## src/rtl/bp_retire_sched.sv

```systemverilog
// rtl/bp_retire_sched.sv - retire-side branch predictor update scheduler
//
// Buffers up to two retired-branch updates per cycle in an in-order FIFO and
// drains one per cycle onto the single BP rt_* update port. Issuing a
// mispredicted update starts a recovery hold: no further updates are issued
// for RECOVER_CYCLES cycles, and fetch is stalled while any mispredict is
// queued or recovery is in progress.
//
// Ports:
//   clock, reset                 clock and synchronous active-high reset
//   enable                       low freezes all state (no enqueue/dequeue)
//   rt0_* / rt1_*                retiring branches, slot 0 older
//   rt_ready                     two or more free entries, retire may present
//   bp_rt_en_branch              head update valid to BP
//   bp_rt_*                      head entry fields (zero when empty)
//   fetch_stall                  fetch must not present if_branch to BP
//   count                        occupied entries
module bp_retire_sched #(
    parameter int DEPTH          = 4,
    parameter int RECOVER_CYCLES = 2,
    parameter int OBQ_SIZE       = 16,
    parameter int IDX_W          = $clog2(OBQ_SIZE) + 1
) (
    input  logic                       clock,
    input  logic                       reset,
    input  logic                       enable,
    input  logic                       rt0_valid,
    input  logic                       rt0_taken,
    input  logic                       rt0_correct,
    input  logic [31:0]                rt0_pc,
    input  logic [31:0]                rt0_target,
    input  logic [IDX_W-1:0]           rt0_index,
    input  logic                       rt1_valid,
    input  logic                       rt1_taken,
    input  logic                       rt1_correct,
    input  logic [31:0]                rt1_pc,
    input  logic [31:0]                rt1_target,
    input  logic [IDX_W-1:0]           rt1_index,
    output logic                       rt_ready,
    output logic                       bp_rt_en_branch,
    output logic                       bp_rt_branch_taken,
    output logic                       bp_rt_prediction_correct,
    output logic [31:0]                bp_rt_pc,
    output logic [31:0]                bp_rt_calculated_pc,
    output logic [IDX_W-1:0]           bp_rt_branch_index,
    output logic                       fetch_stall,
    output logic [$clog2(DEPTH):0]     count
);

    localparam int PTR_W = $clog2(DEPTH);
    localparam int CNT_W = PTR_W + 1;
    localparam int RC_W  = $clog2(RECOVER_CYCLES + 1);

    typedef enum logic {
        ST_DRAIN   = 1'b0,
        ST_RECOVER = 1'b1
    } state_t;

    state_t state, state_next;

    logic [PTR_W-1:0] head, tail, tail_p1;
    logic [CNT_W-1:0] cnt_q, mp_count;
    logic [RC_W-1:0]  rc_cnt;

    logic             taken_mem   [DEPTH];
    logic             correct_mem [DEPTH];
    logic [31:0]      pc_mem      [DEPTH];
    logic [31:0]      target_mem  [DEPTH];
    logic [IDX_W-1:0] index_mem   [DEPTH];

    logic             enq0, enq1, deq;
    logic [CNT_W-1:0] enq_n, deq_n, mp_in, mp_out;
    logic             head_valid;

    assign tail_p1    = tail + PTR_W'(1);
    assign head_valid = (cnt_q != '0);

    // Two free slots are required so a full pair can always be accepted.
    assign rt_ready = enable && (cnt_q <= CNT_W'(DEPTH - 2));

    // A lone rt1 is a protocol error and is dropped.
    assign enq0 = rt_ready && rt0_valid;
    assign enq1 = rt_ready && rt0_valid && rt1_valid;

    assign bp_rt_en_branch = enable && head_valid && (state == ST_DRAIN);
    assign deq             = bp_rt_en_branch;

    assign enq_n  = CNT_W'(enq0) + CNT_W'(enq1);
    assign deq_n  = CNT_W'(deq);
    assign mp_in  = CNT_W'(enq0 && !rt0_correct) + CNT_W'(enq1 && !rt1_correct);
    assign mp_out = CNT_W'(deq && !correct_mem[head]);

    assign bp_rt_branch_taken       = head_valid ? taken_mem[head]   : 1'b0;
    assign bp_rt_prediction_correct = head_valid ? correct_mem[head] : 1'b0;
    assign bp_rt_pc                 = head_valid ? pc_mem[head]      : 32'h0;
    assign bp_rt_calculated_pc      = head_valid ? target_mem[head]  : 32'h0;
    assign bp_rt_branch_index       = head_valid ? index_mem[head]   : '0;

    assign fetch_stall = (mp_count != '0) || (state == ST_RECOVER);
    assign count       = cnt_q;

    always_comb begin
        state_next = state;
        if (enable) begin
            case (state)
                ST_DRAIN:   if (deq && !correct_mem[head]) state_next = ST_RECOVER;
                ST_RECOVER: if (rc_cnt == RC_W'(1))         state_next = ST_DRAIN;
                default:    state_next = ST_DRAIN;
            endcase
        end
    end

    always_ff @(posedge clock) begin
        if (reset) begin
            state <= ST_DRAIN;
        end else begin
            state <= state_next;
        end
    end

    always_ff @(posedge clock) begin
        if (reset) begin
            head     <= '0;
            tail     <= '0;
            cnt_q    <= '0;
            mp_count <= '0;
            rc_cnt   <= '0;
        end else if (enable) begin
            if (deq)  head <= head + PTR_W'(1);
            if (enq1) tail <= tail + PTR_W'(2);
            else if (enq0) tail <= tail_p1;
            cnt_q    <= cnt_q + enq_n - deq_n;
            mp_count <= mp_count + mp_in - mp_out;
            // Load on issue of a mispredict; count down while recovering.
            if (state == ST_DRAIN && deq && !correct_mem[head]) begin
                rc_cnt <= RC_W'(RECOVER_CYCLES);
            end else if (state == ST_RECOVER && rc_cnt != '0) begin
                rc_cnt <= rc_cnt - RC_W'(1);
            end
        end
    end

    // Payload storage needs no reset: the output path gates on occupancy.
    always_ff @(posedge clock) begin
        if (!reset && enq0) begin
            taken_mem[tail]   <= rt0_taken;
            correct_mem[tail] <= rt0_correct;
            pc_mem[tail]      <= rt0_pc;
            target_mem[tail]  <= rt0_target;
            index_mem[tail]   <= rt0_index;
        end
        if (!reset && enq1) begin
            taken_mem[tail_p1]   <= rt1_taken;
            correct_mem[tail_p1] <= rt1_correct;
            pc_mem[tail_p1]      <= rt1_pc;
            target_mem[tail_p1]  <= rt1_target;
            index_mem[tail_p1]   <= rt1_index;
        end
    end

endmodule
```

## config.mk

```make
export PLATFORM = sky130hd
export DESIGN_NAME = bp_retire_sched
export DESIGN_NICKNAME = d
export VERILOG_FILES = /design/src/rtl/bp_retire_sched.sv
export SDC_FILE = /design/constraint.sdc
export NUM_CORES = 1
export LEC_CHECK = 0
export BUFFER_PORTS_ARGS = -buffer_cell sky130_fd_sc_hd__buf_4
export CAP_MARGIN = 25
export CORE_ASPECT_RATIO = 0.5
export CORE_UTILIZATION = 40
export DETAILED_ROUTE_END_ITERATION = 7
export PLACE_DENSITY = 0.68
export RECOVER_POWER = 50
export SYNTH_ARGS = -nofsm -noshare
export SYNTH_HDL_FRONTEND = slang
export SYNTH_SLANG_ARGS = --single-unit
export TNS_END_PERCENT = 50
```

## constraint.sdc

```tcl
create_clock -name clock -period 8.77 [get_ports clock]
set_input_delay 0 -clock clock [delete_from_list [all_inputs] [get_ports clock]]
set_output_delay 0 -clock clock [all_outputs]
set_load 0.005 [all_outputs]
```

==> results of run 1 <==
-- per-layer routing --
| layer | share of wire | wire length, microns | vias to the layer above |
|---|---|---|---|
| li1 | - | - | 4334 |
| met4 | 0.023 | 873 | 0 |
| met2 | 0.53 | 20700 | 161 |
| met3 | 0.029 | 1130 | 60 |
| met1 | 0.41 | 16000 | 4912 |
| met5 | 0 | 0 | - |
-- per-stage QoR --
step	cell area (sq um)	utilization	hold WS [ns]	total power [uW]	setup WS, ns
after global placement	17200	0.471	0.304	2820	5.24
after floorplan	15000	-	0.201	2270	2.28
after global routing	20200	0.553	0.190	4300	3.03
final	20200	0.553	0.143	4110	3.44
after CTS	20300	0.556	0.179	4170	4.57
after detailed placement	17200	0.471	0.315	2840	5.07
-- state kept, by name (all words and copies together), names as in the netlist, 2 cells and up, named ones only --
signal and flops:
target_mem 128, taken_mem 4, mp_count 3, correct_mem 4, count 3, head 2, index_mem 20, pc_mem 128
rc_cnt 2, tail 2
-- report_power, final --
group	internal [uW]	total [uW]	switching, uW	leakage [uW]
registers	1660	1720	54.7	0.00269
logic	605	1150	547	0.00395
clock network	703	1240	537	0.000454
-- kinds of logic after synthesis --
group / Yosys count / share of synthesized area
AND/OR/NAND/NOR: 107 / 0.0425
XOR/XNOR: 7 / 0.00407
flip-flops: 299 / 0.587
multiplexers: 358 / 0.321
AO/OA/AOI/OAI: 18 / 0.00748
adder cells (fa/ha/maj): 16 / 0.0148
buffers and inverters: 71 / 0.0237
-- cell type report --
type | count | share of cell area
Timing Repair Buffer | 457 | 0.193
Sequential cell | 299 | 0.438
Tap cell | 484 | 0.0300
Clock inverter | 15 | 0.00595
Clock buffer | 40 | 0.0401
Multi-Input combinational cell | 506 | 0.290
Inverter | 15 | 0.00279
-- cells in the mapped netlist (all sizes together) (2+ instances only) --
cell,number
a21oi,10
buf,38
clkbuf,18
dfxtp,15
edfxtp,284
fa,3
ha,13
inv,15
mux2,284
mux2i,3
mux4,71
nand2,6
nor2,13
nor2b,71
nor3,8
o211ai,2
or2,2
xnor2,4
xor2,3
-- worst max-delay path: stages (launching register included) --
cell      delay, ns
dfxtp_1        0.35
nor3_1         0.38
clkbuf_1       0.49
clkbuf_1       2.87
nor2b_1        0.32
buf_4          0.33
-- worst max-delay path by stage --
| stage | from | to | cells after the start |
|---|---|---|---|
| 2_1_floorplan | count[1]$_SDFFE_PP0P_ | correct_mem[0]$_DFFE_PP_ | 5 |
| 3_3_place_gp | count[1]$_SDFFE_PP0P_ | target_mem[2][20]$_DFFE_PP_ | 5 |
| 3_5_place_dp | count[1]$_SDFFE_PP0P_ | pc_mem[2][20]$_DFFE_PP_ | 5 |
| 4_1_cts | count[1]$_SDFFE_PP0P_ | pc_mem[2][16]$_DFFE_PP_ | 6 |
| 5_1_grt | count[2]$_SDFFE_PP0P_ | bp_rt_calculated_pc[15] | 5 |
| 6_report | count[2]$_SDFFE_PP0P_ | bp_rt_pc[17] | 5 |
==> results.yml, run 1 <==
status:
  run_status: "complete, but fails checks"
  failed_checks: "max-capacitance violations, max-slew violations"
logic_synthesis:
  syn-instance-count: 876
  synthTopCellsByArea: "edfxtp_1 (57%), mux2_2 (21%), mux4_2 (11%)"
  synth_edf_count: 284
  ys_seq_area_frac: 0.587
  yosysWarnings: 0
  avgSynthCellArea_sq_um: 17.2
  synth.distinct_cells: 37
  synth-seq-cells: 299
  synthArstFlopShare: 0
  netlist_area_sq_mm: 0.0150
  synth_top_area_frac: 0.567
  synth_top_area_cell: "edfxtp_1"
  syn_nets: 1039
  synthFlopType: "edfxtp_1"
floorplan:
  die_h_microns: 139
  coreArea_sq_mm: 0.0365
  die_x_microns: 276
  die-area_sq_mm: 0.0384
  start_util: 0.413
  boundaryPins: 224
  rows: 49
place:
  finalWeightedCongestion: 0.791
  hpwl_microns: 21200
  port_buffers: 223
  dp.cells: 1542
timing:
  hold_viol_final: 0
  slew_viol_final: 374
  slew_headroom: -1.68
  fin_worst_skew_ns: 0.00964
  min_period_ns: 5.33
  clock.fmax_mhz: 188
  finalCritPeriodShare: 0.607
  rsz0062_at_grt: "false"
  setup_tns_ns: 0
  worstMarginPinSlew_ns: 4.02
  setup_violations: 0
layout:
  final_cells: 1816
  fin_nets: 1472
  fill_cells: 2888
  multi_input_comb_area_sq_mm: 0.00585
  drive_gt1_frac: 0.459
  layout_commonest_cell: "edfxtp_1"
  antenna_cells: 0
  area_growth_pct: 34.0
  layout_common_cells: "edfxtp_1 (284), mux2_2 (277), dlygate4sd3_1 (217)"
  seq_area_sq_mm: 0.00883
cts:
  clkSlewWorstSetupHoldPaths_ns: 0.06
  cts_buffers: 30
  clock_path_buffers: 3
  clock_latency_ns: 0.56
  cts.sink_count: 299
  cts_tree: "built"
  hold_buffers: 217
  ctsResizeCount: 0
  cts_max_level: 1
  cts-root-buf: "clkbuf_16"
  cts_setup_buffers: 0
global_routing:
  gr-usage-met3: 0.0293
  busiest_layer: "met2"
  grt_max_degree: 73
  grt_pass1_vias: 10400
  grtUsageMet2: 0.371
  grt_use_total: 0.201
  gr-total-overflow: 0
  grt_pass1_wl_microns: 59800
  antenna_found_initial: 0
  met1_usage: 0.244
power:
  p_per_area_mw_per_mm2: 204
  ir_drop_mv: 0.165
  p_leak_uw: 0.00709
worst_hold_path:
  hp-start: "rt0_valid"
  min_to: "tail[1]$_SDFFE_PP0P_"
  hold_path_class: "in2reg"
  hold_path_depth: 4
critical_path:
  r2r-end: "mp_count[0]$_SDFFE_PP0P_"
  critPathMaxFanout: 63
  worstSetupEndpointType: "output port"
  critical_path_class: "reg2out"
  worstSetupStartpointType: "register"
  worstRegToRegCells: 7
  reg2reg_slack_ns: 3.98
  crit_arrival_ns: 5.33
  crit_required_ns: 8.77
routing:
  vias_per_cell: 5.21
  wl_microns: 38700
  antenna_left: 0
  drtIter0Drc: 566
  routed-via-count: 9467
  firstDrtPassIters: 5
  drc_errors: 0
  wl_per_cell_microns: 21.3
flow_run:
  drv_cap: 9
Power figures use the tool's default switching activity.
==> run 2, diff against run 1 <==
--- a/config.mk
+++ b/config.mk
@@ -5,12 +5,13 @@
 export SDC_FILE = /design/constraint.sdc
 export NUM_CORES = 1
 export LEC_CHECK = 0
+export ABC_AREA = 1
 export BUFFER_PORTS_ARGS = -buffer_cell sky130_fd_sc_hd__buf_4
 export CAP_MARGIN = 25
 export CORE_ASPECT_RATIO = 0.5
 export CORE_UTILIZATION = 40
 export DETAILED_ROUTE_END_ITERATION = 7
-export PLACE_DENSITY = 0.68
+export PLACE_DENSITY = 0.7
 export RECOVER_POWER = 50
 export SYNTH_ARGS = -nofsm -noshare
 export SYNTH_HDL_FRONTEND = slang
==> constraint.sdc (replaced) <==
create_clock -name clock -period 4.5 [get_ports clock]
set_input_delay 0 -clock clock [delete_from_list [all_inputs] [get_ports clock]]
set_output_delay 0 -clock clock [all_outputs]
set_load 0.005 [all_outputs]
==> run 2 against run 1 <==
Against the previous run: the flow still finishes with violations (max-capacitance violations, max-slew violations); highest routed layer unchanged; hold slack improved by 0.076 ns; register-to-register slack got worse by 3.3 ns; worst setup slack lost 2.7 ns; die area grew 5.6%.
==> results.yml, run 2 <==
logic_synthesis:
  synthArstFlopShare: 0
  yosys.area_share.adder: 0.0140
  synth_top_area_frac: 0.537
  synth_top_area_cell: "edfxtp_1"
  synthTopCellsByArea: "edfxtp_1 (54%), nand2_1 (14%), nand3_1 (9.2%)"
  synthFlopType: "edfxtp_1"
  synth_simple_gate_area_frac: 0.306
  synth-seq-cells: 299
  syn_nets: 2070
  synth_edf_count: 284
  yosys-top-cells-count: "nand2_1 (594), nand3_1 (293), nor2_1 (291)"
  synthMuxAreaShare: 0
  ys_seq_area_frac: 0.555
  syn-instance-count: 1907
  avgSynthCellArea_sq_um: 8.34
  synth_top_family_by_area: "simple AND/OR/NAND/NOR gates"
  netlist_area_sq_mm: 0.0159
  synth.most_common_cell: "nand2_1"
  yosysWarnings: 0
  synth.distinct_cells: 26
  synth_compound_area_frac: 0.0735
  synth-xor-area-share: 0.00110
cts:
  clkSlewWorstSetupHoldPaths_ns: 0.06
  clock_path_buffers: 3
  cts.sink_count: 299
  cts-root-buf: "clkbuf_16"
  cts_tree: "built"
  cts_setup_buffers: 0
  clock_latency_ns: 0.57
  cts_buffers: 30
  cts_max_level: 1
power:
  p_leak_uw: 0.00877
  p_comb_frac: 0.221
  switchingPower_uw: 2010
  seq_power_share: 0.450
  ir_drop_mv: 0.194
  switching_share: 0.285
  p_per_area_mw_per_mm2: 337
  finalPower_uw: 7040
  internal_power_uw: 5030
  p_clk_frac: 0.329
critical_path:
  worstRegToRegCells: 9
  reg2reg_slack_ns: 0.71
  critPathMaxFanout: 38
  r2r-end: "pc_mem[1][22]$_DFFE_PP_"
  worstSetupEndpointType: "register"
  path_common_cell: "inv_1"
  crit_arrival_ns: 4.02
  critical_path_class: "reg2reg"
  worstSetupStartpointType: "register"
  crit_chain: "inv_1 > ha_1 > inv_1 > nand2_1 > nand3_1 > inv_1 > nand3_1 > nand2_1 > buf_4"
  crit_required_ns: 4.73
  cp_slowest_cell: "nand2_1"
  r2r_start: "count[1]$_SDFFE_PP0P_"
  crit_path_max_incr_delay_ns: 1.60
timing:
  min_period_ns: 3.79
  clock.fmax_mhz: 264
  setup_violations: 0
  worstMarginPinSlew_ns: 2.24
  fin_worst_skew_ns: 0.0144
  slew_viol_final: 488
  hold_viol_final: 0
  finalCritPeriodShare: 0.841
  setup_tns_ns: 0
  rsz0062_at_grt: "false"
  slew_headroom: -0.495
  layout_setup_ws_ns: 0.714
routing:
  vias_per_cell: 5.43
  antenna_left: 0
  wl_microns: 51300
  routed-via-count: 15300
  drc_errors: 0
  firstDrtPassIters: 6
  wl_per_cell_microns: 18.2
  drtIter0Drc: 1608
place:
  dp_slack_ns: 1.50
  finalWeightedCongestion: 0.846
  port_buffers: 223
  hpwl_microns: 25200
global_routing:
  grt_max_degree: 111
  antenna_found_initial: 2
  met1_usage: 0.301
  grt_pass1_vias: 14500
  gr-total-overflow: 0
  grt_pass1_wl_microns: 77700
  busiest_layer: "met2"
  grtUsageMet2: 0.435
  gr-usage-met3: 0.0334
  grt_use_total: 0.243
worst_hold_path:
  hold_path_class: "in2reg"
  hold_path_depth: 3
  min_to: "rc_cnt[1]$_SDFFE_PP0P_"
  hp-start: "reset"
layout:
  fill_cells: 3415
  layout_common_cells: "nand2_1 (594), nand3_1 (293), nor2_1 (291)"
  fin_nets: 2424
  biggestRegsByFlops: "pc_mem: 128 flops, target_mem: 128 flops, index_mem: 20 flops"
  drive_gt1_frac: 0.130
  layout_commonest_cell: "nand2_1"
  area_growth_pct: 31.3
status:
  failed_checks: "max-capacitance violations, max-slew violations"
  run_status: "complete, but fails checks"
floorplan:
  die_h_microns: 143
  die_x_microns: 284
  boundaryPins: 224
  coreArea_sq_mm: 0.0391
  die-area_sq_mm: 0.0406
  start_util: 0.407
  rows: 51
flow_run:
  drv_cap: 9
run 2: changes by cell type after synthesis, moves of 150 or more:
cell / previous run / this run
mux2_2: 278 / 0
nor2_1: 13 / 291
nand3_1: 0 / 293
nand2_1: 6 / 594
o21ai_0: 1 / 151
run 2: timing repair:
action                                  CTS  global route
endpoints found under the setup margin    0             0
hold buffers                            219             0
resized for setup                         0             0
endpoints found under the hold margin   296             0
run 2: power groups by stage:
stage,Combinational [uW],Clock (uW),Sequential (uW)
floorplan,704,0,3210
global placement,1340,0,3230
detailed placement,1360,0,3230
CTS,1530,2320,3170
global route,1690,2430,3170
finish,1550,2310,3170
run 2: layer usage:
layer,share of wire,wire length [microns],vias up
met3,0.086,4410,124
met4,0.030,1560,0
li1,-,-,7125
met1,0.38,19600,7236
met2,0.50,25700,797
met5,0,0,-
run 2: through the flow:
stage                     std cells   util  area [sq um]  hold WS, ns
after detailed placement       2538  0.456         17800        0.248
final                          2816  0.534         20900        0.219
after floorplan                1907      -         15900        0.139
after CTS                      2812  0.535         20900        0.190
after global placement         2538  0.456         17800        0.246
after global routing           2816  0.534         20900        0.225
run 2: logic make-up (layout without fill, tap and decap cells):
group                    count (synthesis)  in the layout
other                                    0              2
buffers and inverters                  170            547
AND/OR/NAND/NOR                       1187           1187
XOR/XNOR                                 2              2
AO/OA/AOI/OAI                          233            233
flip-flops                             299            299
adder cells (fa/ha/maj)                 16             16
run 2: area by class of cell:
cell class / count / area, sq um / share of cell area
diodes: 2 / 5.00 / 0.000240
clock buffers: 36 / 795 / 0.0381
clock inverters: 19 / 82.6 / 0.00396
inverters: 23 / 87.6 / 0.00420
multi-input cells: 1438 / 6310 / 0.303
flip-flops and latches: 299 / 8830 / 0.423
well taps: 530 / 663 / 0.0318
repair buffers: 469 / 4090 / 0.196
run 2: how the worst max path moves through the flow:
stage,startpoint,endpoint,slack [ns],depth (start not counted)
after floorplan,count[1]$_SDFFE_PP0P_,correct_mem[2]$_DFFE_PP_,1.14,9
after detailed placement,register,mp_count[1]$_SDFFE_PP0P_,1.50,12
after CTS,count[1]$_SDFFE_PP0P_,index_mem[1][4]$_DFFE_PP_,1.08,11
after global routing,count[1]$_SDFFE_PP0P_,pc_mem[1][25]$_DFFE_PP_,0.50,9
after global placement,register,mp_count[1]$_SDFFE_PP0P_,1.50,12
final,count[1]$_SDFFE_PP0P_,pc_mem[1][22]$_DFFE_PP_,0.71,9
run 2: critical path: cells and delay by family, from the launching register on:
kind                       cells  cell delay [ns]
adders and majority gates      1             0.16
and+or+nand+nor                4             1.98
DFF                            1             0.34
buffers and inverters          4             0.94
